[config.mk]
export PLATFORM = sky130hd
export DESIGN_NAME = line_clear
export DESIGN_NICKNAME = d
export VERILOG_FILES = /design/src/rtl/line_clear.sv
export SDC_FILE = /design/constraint.sdc
export NUM_CORES = 1
export LEC_CHECK = 0
export BUFFER_PORTS_ARGS = -buffer_cell sky130_fd_sc_hd__buf_2
export CORE_AREA = 2 2 159 161
export DETAILED_ROUTE_END_ITERATION = 10
export DIE_AREA = 0 0 161 163
export GPL_ROUTABILITY_DRIVEN = 0
export MAX_ROUTING_LAYER = met4
export PLACE_DENSITY = 0.74
export SLEW_MARGIN = 20
export SYNTH_ARGS = -nofsm -noshare
export SYNTH_HDL_FRONTEND = slang
export SYNTH_SLANG_ARGS = --single-unit
[constraint.sdc]
create_clock -name clk -period 5.5 [get_ports clk]
set_input_delay 0.275 -clock clk [delete_from_list [all_inputs] [get_ports clk]]
set_output_delay 0.275 -clock clk [all_outputs]
set_load 0.01 [all_outputs]
[src/rtl/line_clear.sv]
// rtl/line_clear.sv - Full-row clearing and board compaction engine
//
// Scans the board bottom-up one row per cycle. A full row is removed by
// shifting every row above it down by one and filling row 0 with zeros; the
// same row index is then re-examined so stacked full rows are all cleared.
//
// Ports:
//   clk        rising-edge clock
//   rst_n      asynchronous active-low reset
//   start      one-cycle request, accepted only while idle
//   board_in   board to process, cell (r,c) = bit r*COLS+c, row 0 on top
//   busy       high while a pass is running (SCAN/SHIFT/DONE)
//   done       one-cycle pulse at the end of a pass
//   board_out  compacted board, held until the next accepted start
//   lines      number of rows cleared by the last pass
//   score      (LINE_CLEAR_SCORE_EN only) saturating accumulated score
//
// Optional feature macro: LINE_CLEAR_SCORE_EN adds the score output.

module line_clear #(
  parameter int COLS = 10,
  parameter int ROWS = 20
) (
  input  logic                 clk,
  input  logic                 rst_n,
  input  logic                 start,
  input  logic [0:COLS*ROWS-1] board_in,
  output logic                 busy,
  output logic                 done,
  output logic [0:COLS*ROWS-1] board_out,
  output logic [4:0]           lines
`ifdef LINE_CLEAR_SCORE_EN
  ,
  output logic [15:0]          score
`endif
);

  localparam int N  = COLS * ROWS;
  localparam int PW = (ROWS > 1) ? $clog2(ROWS) : 1;

  typedef enum logic [1:0] {IDLE, SCAN, SHIFT, DONE} state_t;

  state_t          state, state_nxt;
  logic [0:N-1]    work;
  logic [0:N-1]    shifted;
  logic [PW-1:0]   ptr;
  logic [4:0]      cnt;
  logic            row_full;

  // Full-row detect on the row selected by the pointer.
  always_comb begin
    row_full = 1'b0;
    for (int r = 0; r < ROWS; r++) begin
      if (ptr == PW'(r)) row_full = &work[r*COLS +: COLS];
    end
  end

  // Rows 0..ptr-1 drop by one; rows below the pointer are untouched.
  always_comb begin
    shifted = work;
    for (int r = 1; r < ROWS; r++) begin
      if (PW'(r) <= ptr) shifted[r*COLS +: COLS] = work[(r-1)*COLS +: COLS];
    end
    shifted[0 +: COLS] = '0;
  end

  // State register
  always_ff @(posedge clk or negedge rst_n) begin
    if (!rst_n) state <= IDLE;
    else        state <= state_nxt;
  end

  // Next-state logic
  always_comb begin
    state_nxt = state;
    case (state)
      IDLE:  if (start) state_nxt = SCAN;
      SCAN:  begin
        if (row_full)           state_nxt = SHIFT;
        else if (ptr == '0)     state_nxt = DONE;
      end
      SHIFT: state_nxt = SCAN;
      DONE:  state_nxt = IDLE;
      default: state_nxt = IDLE;
    endcase
  end

  // Output logic
  always_comb begin
    busy = (state != IDLE);
    done = (state == DONE);
  end

  // Datapath
  always_ff @(posedge clk or negedge rst_n) begin
    if (!rst_n) begin
      work  <= '0;
      ptr   <= PW'(ROWS - 1);
      cnt   <= '0;
      lines <= '0;
    end else begin
      case (state)
        IDLE: if (start) begin
          work <= board_in;
          cnt  <= '0;
          ptr  <= PW'(ROWS - 1);
        end
        SCAN: if (!row_full && ptr != '0) ptr <= ptr - 1'b1;
        SHIFT: begin
          work <= shifted;
          cnt  <= cnt + 5'd1;
        end
        DONE: lines <= cnt;
        default: ;
      endcase
    end
  end

  assign board_out = work;

`ifdef LINE_CLEAR_SCORE_EN
  logic [15:0] points;
  logic [16:0] score_sum;

  always_comb begin
    case (cnt)
      5'd0:    points = 16'd0;
      5'd1:    points = 16'd1;
      5'd2:    points = 16'd3;
      5'd3:    points = 16'd5;
      default: points = 16'd8;
    endcase
    score_sum = {1'b0, score} + {1'b0, points};
  end

  always_ff @(posedge clk or negedge rst_n) begin
    if (!rst_n)              score <= '0;
    else if (state == DONE)  score <= score_sum[16] ? 16'hFFFF : score_sum[15:0];
  end
`endif

endmodule

==> impl_metrics.tcl, run 1 <==
set metrics [dict create \
    status "finished clean" \
    rsz0062_at_grt "no" \
    syn_inst 1299 \
    vias 11500 \
    drv_cap 0 \
    cp-end-kind "flip-flop" \
    peakVddDrop_uv 164 \
    fmax_mhz 287 \
    tritoncts "built" \
    path_class "reg2reg" \
    maxSlewViolCount 0 \
    nets 1925 \
    ys.flop_type "dfrtp_1" \
    portBuffers 409 \
    crit_arrival_ns 3.94 \
    dieHeight_um 163 \
    wire_per_inst_um 18.9 \
    skew_ns 0.0140 \
    synth_seq_cells 217 \
    syn_area_mm2 0.0109 \
    initial_core_util_pct 44.1 \
    period_minus_slack_ns 3.49 \
    die_w_um 161 \
    fin_crit_sh_pct 63.4 \
    clk_pin_slew_ns 0.06 \
    wl_um 39100 \
    total_leakage_power_nw 7.72 \
    overflow 0 \
    antenna_found_initial 3 \
    grt_max_degree 89 \
    grt_pass1_wl_um 60400 \
    yosysUniqueCellTypes 52 \
    post-place-ws_ns 2.07 \
    fin_setup_tns_ns 0 \
    fin_ws_ns 2.01 \
    grt-busiest-layer "met2" \
    hp-class "in2reg" \
    ff2ff_path_depth 9 \
    grt_pass1_vias 10900 \
    cts-root-buf "clkbuf_16" \
    h-tree-depth 1 \
    ys_seq_area_share_pct 50.0 \
    grt_use_met2_pct 48.9 \
    syn_avg_cell_area_um2 8.37 \
    dr.pass1.iters 6 \
    critPathMaxFanout 15 \
    drtIter0Drc 1080 \
    ioPinCount 410 \
    layout_commonest_cell "buf_2" \
    cp.required_ns 5.96 \
    grt_usage_pct 29.8 \
    rows 58 \
    numCtsBuffers 25 \
    layout_common_cells "buf_2 (408), nand2_1 (383), dfrtp_1 (214)" \
    gr-usage-met1_pct 37.7 \
    area_growth_pct 33.4 \
    slew-limit-headroom_pct 34.1 \
    cellPowerDensity_mw_per_mm2 235 \
    synthesis.nets 1508 \
    cts_setup_buffers 0 \
    core_area_mm2 0.0247 \
    min_path_cells 3 \
    die_area_mm2 0.0262 \
    setup_viol 0 \
    drc 0 \
    yosysWarnings 0 \
    hold_viol 0 \
    startpoint_type "flip-flop" \
    tightest_slew_ns 0.988 \
    clock_latency_ns 0.53 \
    hpwl_um 28100 \
    drive_above_1_share_pct 28.4 \
    cts.sinks 217 \
    cts-hold-fix-buffers 56 \
    vias_per_cell 5.57 \
    ys_async_sr_fraction_pct 100 \
    final_antenna_net_count 0 \
    cts_max_path_buffers 3 \
    cts_resized 0 \
    use_met3_pct 5.22 \
    synth_edf_count 0 \
]
-- critical path, cell delays in order (launching register included) --
cell and delay (ns):
dfstp_2 0.68, inv_1 0.15, ha_1 0.45, nand4b_1 0.27, nor3_1 0.33, nor4_1 0.12
nor4_1 0.71, a311oi_4 0.22, a21oi_2 0.26, mux2i_1 0.22
-- layer usage --
| metal | up-vias | wire (um) |
|---|---|---|
| met5 | - | 0 |
| met4 | 0 | 1250 |
| met3 | 100 | 2980 |
| met2 | 592 | 19100 |
| met1 | 5425 | 15800 |
| li1 | 5381 | - |
-- sequential cells by signal, summed over array words and instances, names as in the netlist --
signal / flops
board_out: 200
cnt: 5
lines: 5
ptr: 5
state: 2
-- area by class of cell --
class | instances | area, um^2
inverter | 6 | 22.5
sequential | 217 | 5430
timing repair buffer | 484 | 2760
tap | 330 | 413
clock inverter | 13 | 133
fill | 2227 | 10200
antenna | 3 | 7.51
clock buffer | 31 | 668
multi-input combinational | 982 | 5070
-- stage by stage --
step / area, um^2 / hold slack (ns) / util (%) / std cells / power [mW]
CTS: 14500 / 0.000309 / 58.7 / 2063 / 3.43
detailed placement: 13100 / 0.298 / 53.2 / 1963 / 1.77
finish: 14500 / 0.00847 / 58.8 / 2066 / 3.41
floorplan: 10900 / -0.0206 / - / 1299 / 1.66
global route: 14500 / 0.00768 / 58.8 / 2066 / 3.53
global placement: 13100 / 0.297 / 53.2 / 1963 / 1.77
-- cell families after synthesis --
family | synth area share (%)
xor gates and xnor gates | 0.242
and+or+nand+nor | 24.5
adders and majority gates | 0.690
DFF | 50.0
AOI/OAI and AO/OA | 15.5
buffers and inverters | 3.66
muxes | 5.49
-- report_power, final --
part	internal, mW	switching [mW]
registers	1.60	0
clock network	0.958	0.679
logic	0.0924	0.0840
-- synthesized netlist by cell type (all sizes together), types with 2 or more instances --
| cell type | instances | area [um^2] |
|---|---|---|
| a31oi | 146 | 913 |
| nor3 | 10 | 50.1 |
| a31o | 3 | 26.3 |
| nor2 | 153 | 574 |
| clkbuf | 80 | 300 |
| nand4 | 41 | 257 |
| o31ai | 9 | 67.6 |
| buf | 14 | 75.1 |
| a311oi | 3 | 43.8 |
| mux2 | 5 | 56.3 |
| nand3 | 15 | 75.1 |
| nor4 | 10 | 62.6 |
| or4 | 2 | 18.8 |
| o22ai | 4 | 25.0 |
| ha | 6 | 75.1 |
| nor2b | 2 | 12.5 |
| o21ai | 81 | 405 |
| or3b | 2 | 20.0 |
| a21oi | 18 | 93.8 |
| or3 | 4 | 25.0 |
| dfstp | 3 | 78.8 |
| mux2i | 54 | 541 |
| xor2 | 3 | 26.3 |
| o311ai | 2 | 17.5 |
| and2 | 4 | 25.0 |
| nand2 | 383 | 1440 |
| nand3b | 3 | 22.5 |
| inv | 6 | 22.5 |
| dfrtp | 214 | 5360 |
| nand2b | 3 | 18.8 |
| o2111ai | 3 | 38.8 |
-- path summary, 6_finish.rpt --
| kind | start | endpoint | slack (ns) |
|---|---|---|---|
| max | ptr[0] | ptr[0] | 2.01 |
| min | board_in[138] | board_out[138] | 0.008 |
| max reg2reg | ptr[0] | ptr[0] | 2.01 |
| min reg2reg | lines[4] | lines[4] | 0.50 |
| max in group asynchronous | rst_n | board_out[22] | 3.78 |
| min in group asynchronous | rst_n | board_out[151] | 0.31 |
No activity file was read; power rests on OpenSTA's default activity.
==> run 2: changes to the inputs <==
--- a/config.mk
+++ b/config.mk
@@ -5,13 +5,14 @@
 export SDC_FILE = /design/constraint.sdc
 export NUM_CORES = 1
 export LEC_CHECK = 0
+export ABC_AREA = 1
 export BUFFER_PORTS_ARGS = -buffer_cell sky130_fd_sc_hd__buf_2
-export CORE_AREA = 2 2 159 161
+export CORE_AREA = 2 2 158 160
 export DETAILED_ROUTE_END_ITERATION = 10
-export DIE_AREA = 0 0 161 163
+export DIE_AREA = 0 0 160 162
 export GPL_ROUTABILITY_DRIVEN = 0
 export MAX_ROUTING_LAYER = met4
-export PLACE_DENSITY = 0.74
+export PLACE_DENSITY = 0.77
 export SLEW_MARGIN = 20
 export SYNTH_ARGS = -nofsm -noshare
 export SYNTH_HDL_FRONTEND = slang
==> constraint.sdc (replaced) <==
create_clock -name clk -period 3.3 [get_ports clk]
set_input_delay 0.165 -clock clk [delete_from_list [all_inputs] [get_ports clk]]
set_output_delay 0.165 -clock clk [all_outputs]
set_load 0.01 [all_outputs]
==> run 2 against run 1 <==
Final area increased by 12%. Via count increased by 11%. Largest cell class unchanged. Maximum frequency increased by 20%. Wire length increased by 15%. Critical path type unchanged. Final cell count increased by 11%. Clock-buffer cell count increased by 8. Largest power group is now combinational logic. Register-to-register slack got worse by 1.6 ns. Setup slack got worse by 1.6 ns.
==> impl_metrics.tcl, run 2 <==
set metrics [dict create \
    setup_viol 0 \
    rows 57 \
    layout_common_cells "buf_2 (408), nand2_1 (298), inv_1 (222)" \
    syn_area_mm2 0.0112 \
    dr.pass1.iters 6 \
    cts-root-buf "clkbuf_16" \
    p_int_mw 8.35 \
    ys_seq_area_share_pct 48.4 \
    synthAdderAreaFrac_pct 0.669 \
    ioPinCount 410 \
    power.switching_mw 7.34 \
    post-place-ws_ns 0.411 \
    post-route-util_pct 67.2 \
    synth_top_area_share_pct 47.7 \
    portBuffers 409 \
    synth_seq_cells 217 \
    total_leakage_power_nw 7.73 \
    cp-end-kind "flip-flop" \
    ys_top_cells_by_area "dfrtp_1 (48%), o211ai_1 (12%), nand2_1 (10%), o21ai_0 (9.4%), inv_1 (7.5%)" \
    p_sw_share_pct 46.8 \
    core_area_mm2 0.0241 \
    cp.required_ns 3.75 \
    vias_per_cell 5.54 \
    grt_pass1_vias 12600 \
    die_area_mm2 0.0259 \
    numCtsBuffers 25 \
    fin_ws_ns 0.382 \
    synth_compound_area_share_pct 23.3 \
    path_class "reg2reg" \
    synth-xor-area-share_pct 0.156 \
    skew_ns 0.0107 \
    critPathMaxFanout 8 \
    peakVddDrop_uv 489 \
    status "finished clean" \
    crit_arrival_ns 3.37 \
    cts_setup_buffers 0 \
    antenna_found_initial 6 \
    syn_avg_cell_area_um2 8.05 \
    dieHeight_um 162 \
    drc 0 \
    cts.sinks 217 \
    slowest_delay_ns 0.58 \
    synth_top_family_by_area "compound AO/OA/AOI/OAI gates" \
    power_frac_seq_pct 32.1 \
    area_growth_pct 44.3 \
    layout_commonest_cell "buf_2" \
    grt_usage_pct 34.9 \
    p_comb_share_pct 49.4 \
    wire_per_inst_um 19.6 \
    rsz0062_at_grt "no" \
    final_antenna_net_count 0 \
    ys.flop_type "dfrtp_1" \
    wl_um 44900 \
    drv_cap 0 \
    tritoncts "built" \
    syn_inst 1395 \
    cp_slowest_cell "dfstp_2" \
    cellPowerDensity_mw_per_mm2 968 \
    hold_viol 0 \
    startpoint_type "flip-flop" \
    clock_latency_ns 0.52 \
    grt_pass1_wl_um 69200 \
    synth-simple-area-share_pct 16.4 \
    synth_edf_count 0 \
    fmax_mhz 343 \
    drive_above_1_share_pct 25.3 \
    die_w_um 160 \
    drtIter0Drc 1346 \
    overflow 0 \
    cts_max_path_buffers 3 \
    grt_max_degree 183 \
    fin_crit_sh_pct 88.4 \
    synth.most_common_cell "nand2_1" \
    h-tree-depth 1 \
    final_area_mm2 0.0162 \
    hp-class "in2reg" \
    tightest_slew_ns 0.910 \
    initial_core_util_pct 46.6 \
    vias 12700 \
    ys_async_sr_fraction_pct 100 \
    synth.top_cells.by_count "nand2_1 (298), inv_1 (223), dfrtp_1 (214), o21ai_0 (211), o211ai_1 (173)" \
    nets 2155 \
    yosys.area.top_type "dfrtp_1" \
    p_clk_share_pct 18.5 \
    yosysUniqueCellTypes 41 \
    maxSlewViolCount 0 \
    slew-limit-headroom_pct 39.3 \
    dpl_cell_area_mm2 0.0135 \
    yosys-mux-area-fraction_pct 0.178 \
    fin_setup_tns_ns 0 \
    yosysWarnings 0 \
    largest_reg_flops 200 \
    period_minus_slack_ns 2.92 \
    hpwl_um 31300 \
    path_common_cell "nand2_1" \
    synthesis.nets 1604 \
    clk_pin_slew_ns 0.06 \
]
-- run 2: worst paths after layout --
| kind | start | to | slack, ns | cells past startpoint |
|---|---|---|---|---|
| max | ptr[0] | ptr[2] | 0.38 | 29 |
| min | board_in[27] | board_out[27] | 0.006 | 3 |
| max reg2reg | ptr[0] | ptr[2] | 0.38 | 29 |
| min reg2reg | lines[0] | lines[0] | 0.48 | 2 |
| max in group asynchronous | rst_n | board_out[174] | 2.03 | 3 |
| min in group asynchronous | rst_n | board_out[76] | 0.29 | 2 |
-- run 2: worst max-delay path: cells and delay by family, from the launching register on --
| kind | cells | cell delay [ns] |
|---|---|---|
| buf+inv | 3 | 0.40 |
| fa+ha+maj | 1 | 0.25 |
| simple gates | 25 | 1.62 |
| flops | 1 | 0.58 |
-- run 2: timing repair --
item / in CTS / in global routing
gates resized for setup: 0 / 1
hold endpoints to repair: 278 / 0
hold buffers: 180 / 0
setup endpoints to repair: 0 / 1
-- run 2: layout make-up --
type	count	area, um^2
clock inverters	6	130
well taps	324	405
multi-input cells	861	4600
flip-flops and latches	217	5430
diodes	7	17.5
clock buffers	39	708
inverters	230	863
fillers	1911	7900
repair buffers	611	4050
-- run 2: cell families after synthesis --
logic type | Yosys count
adder cells (fa/ha/maj) | 6
buffers and inverters | 317
AO/OA/AOI/OAI | 426
multiplexers | 2
AND/OR/NAND/NOR | 425
flip-flops | 217
XOR/XNOR | 2
-- run 2: power by group through the flow --
| stage | registers, mW | logic, mW | clock network [mW] |
|---|---|---|---|
| floorplan | 5.38 | 3.92 | 0 |
| global placement | 4.97 | 7.19 | 0 |
| detailed placement | 4.99 | 7.34 | 0 |
| CTS | 4.98 | 7.54 | 2.91 |
| global route | 5.17 | 8.53 | 3.02 |
| finish | 5.04 | 7.74 | 2.90 |
-- run 2: routing by layer --
layer	vias to the layer above	part of all wire, %	GRT usage (%)
met5	-	0	-
met4	0	6.2	18.2
met3	220	8.1	6.61
met2	799	46	54.8
met1	5890	40	43.4
li1	5802	-	-
-- run 2: per-stage QoR --
step	std cells	power [mW]	hold WS (ns)
final	2295	15.7	0.00551
after global routing	2294	16.7	0.0221
after CTS	2288	15.4	0.00184
after detailed placement	2063	12.3	0.289
after global placement	2063	12.2	0.272
after floorplan	1395	9.30	-0.131
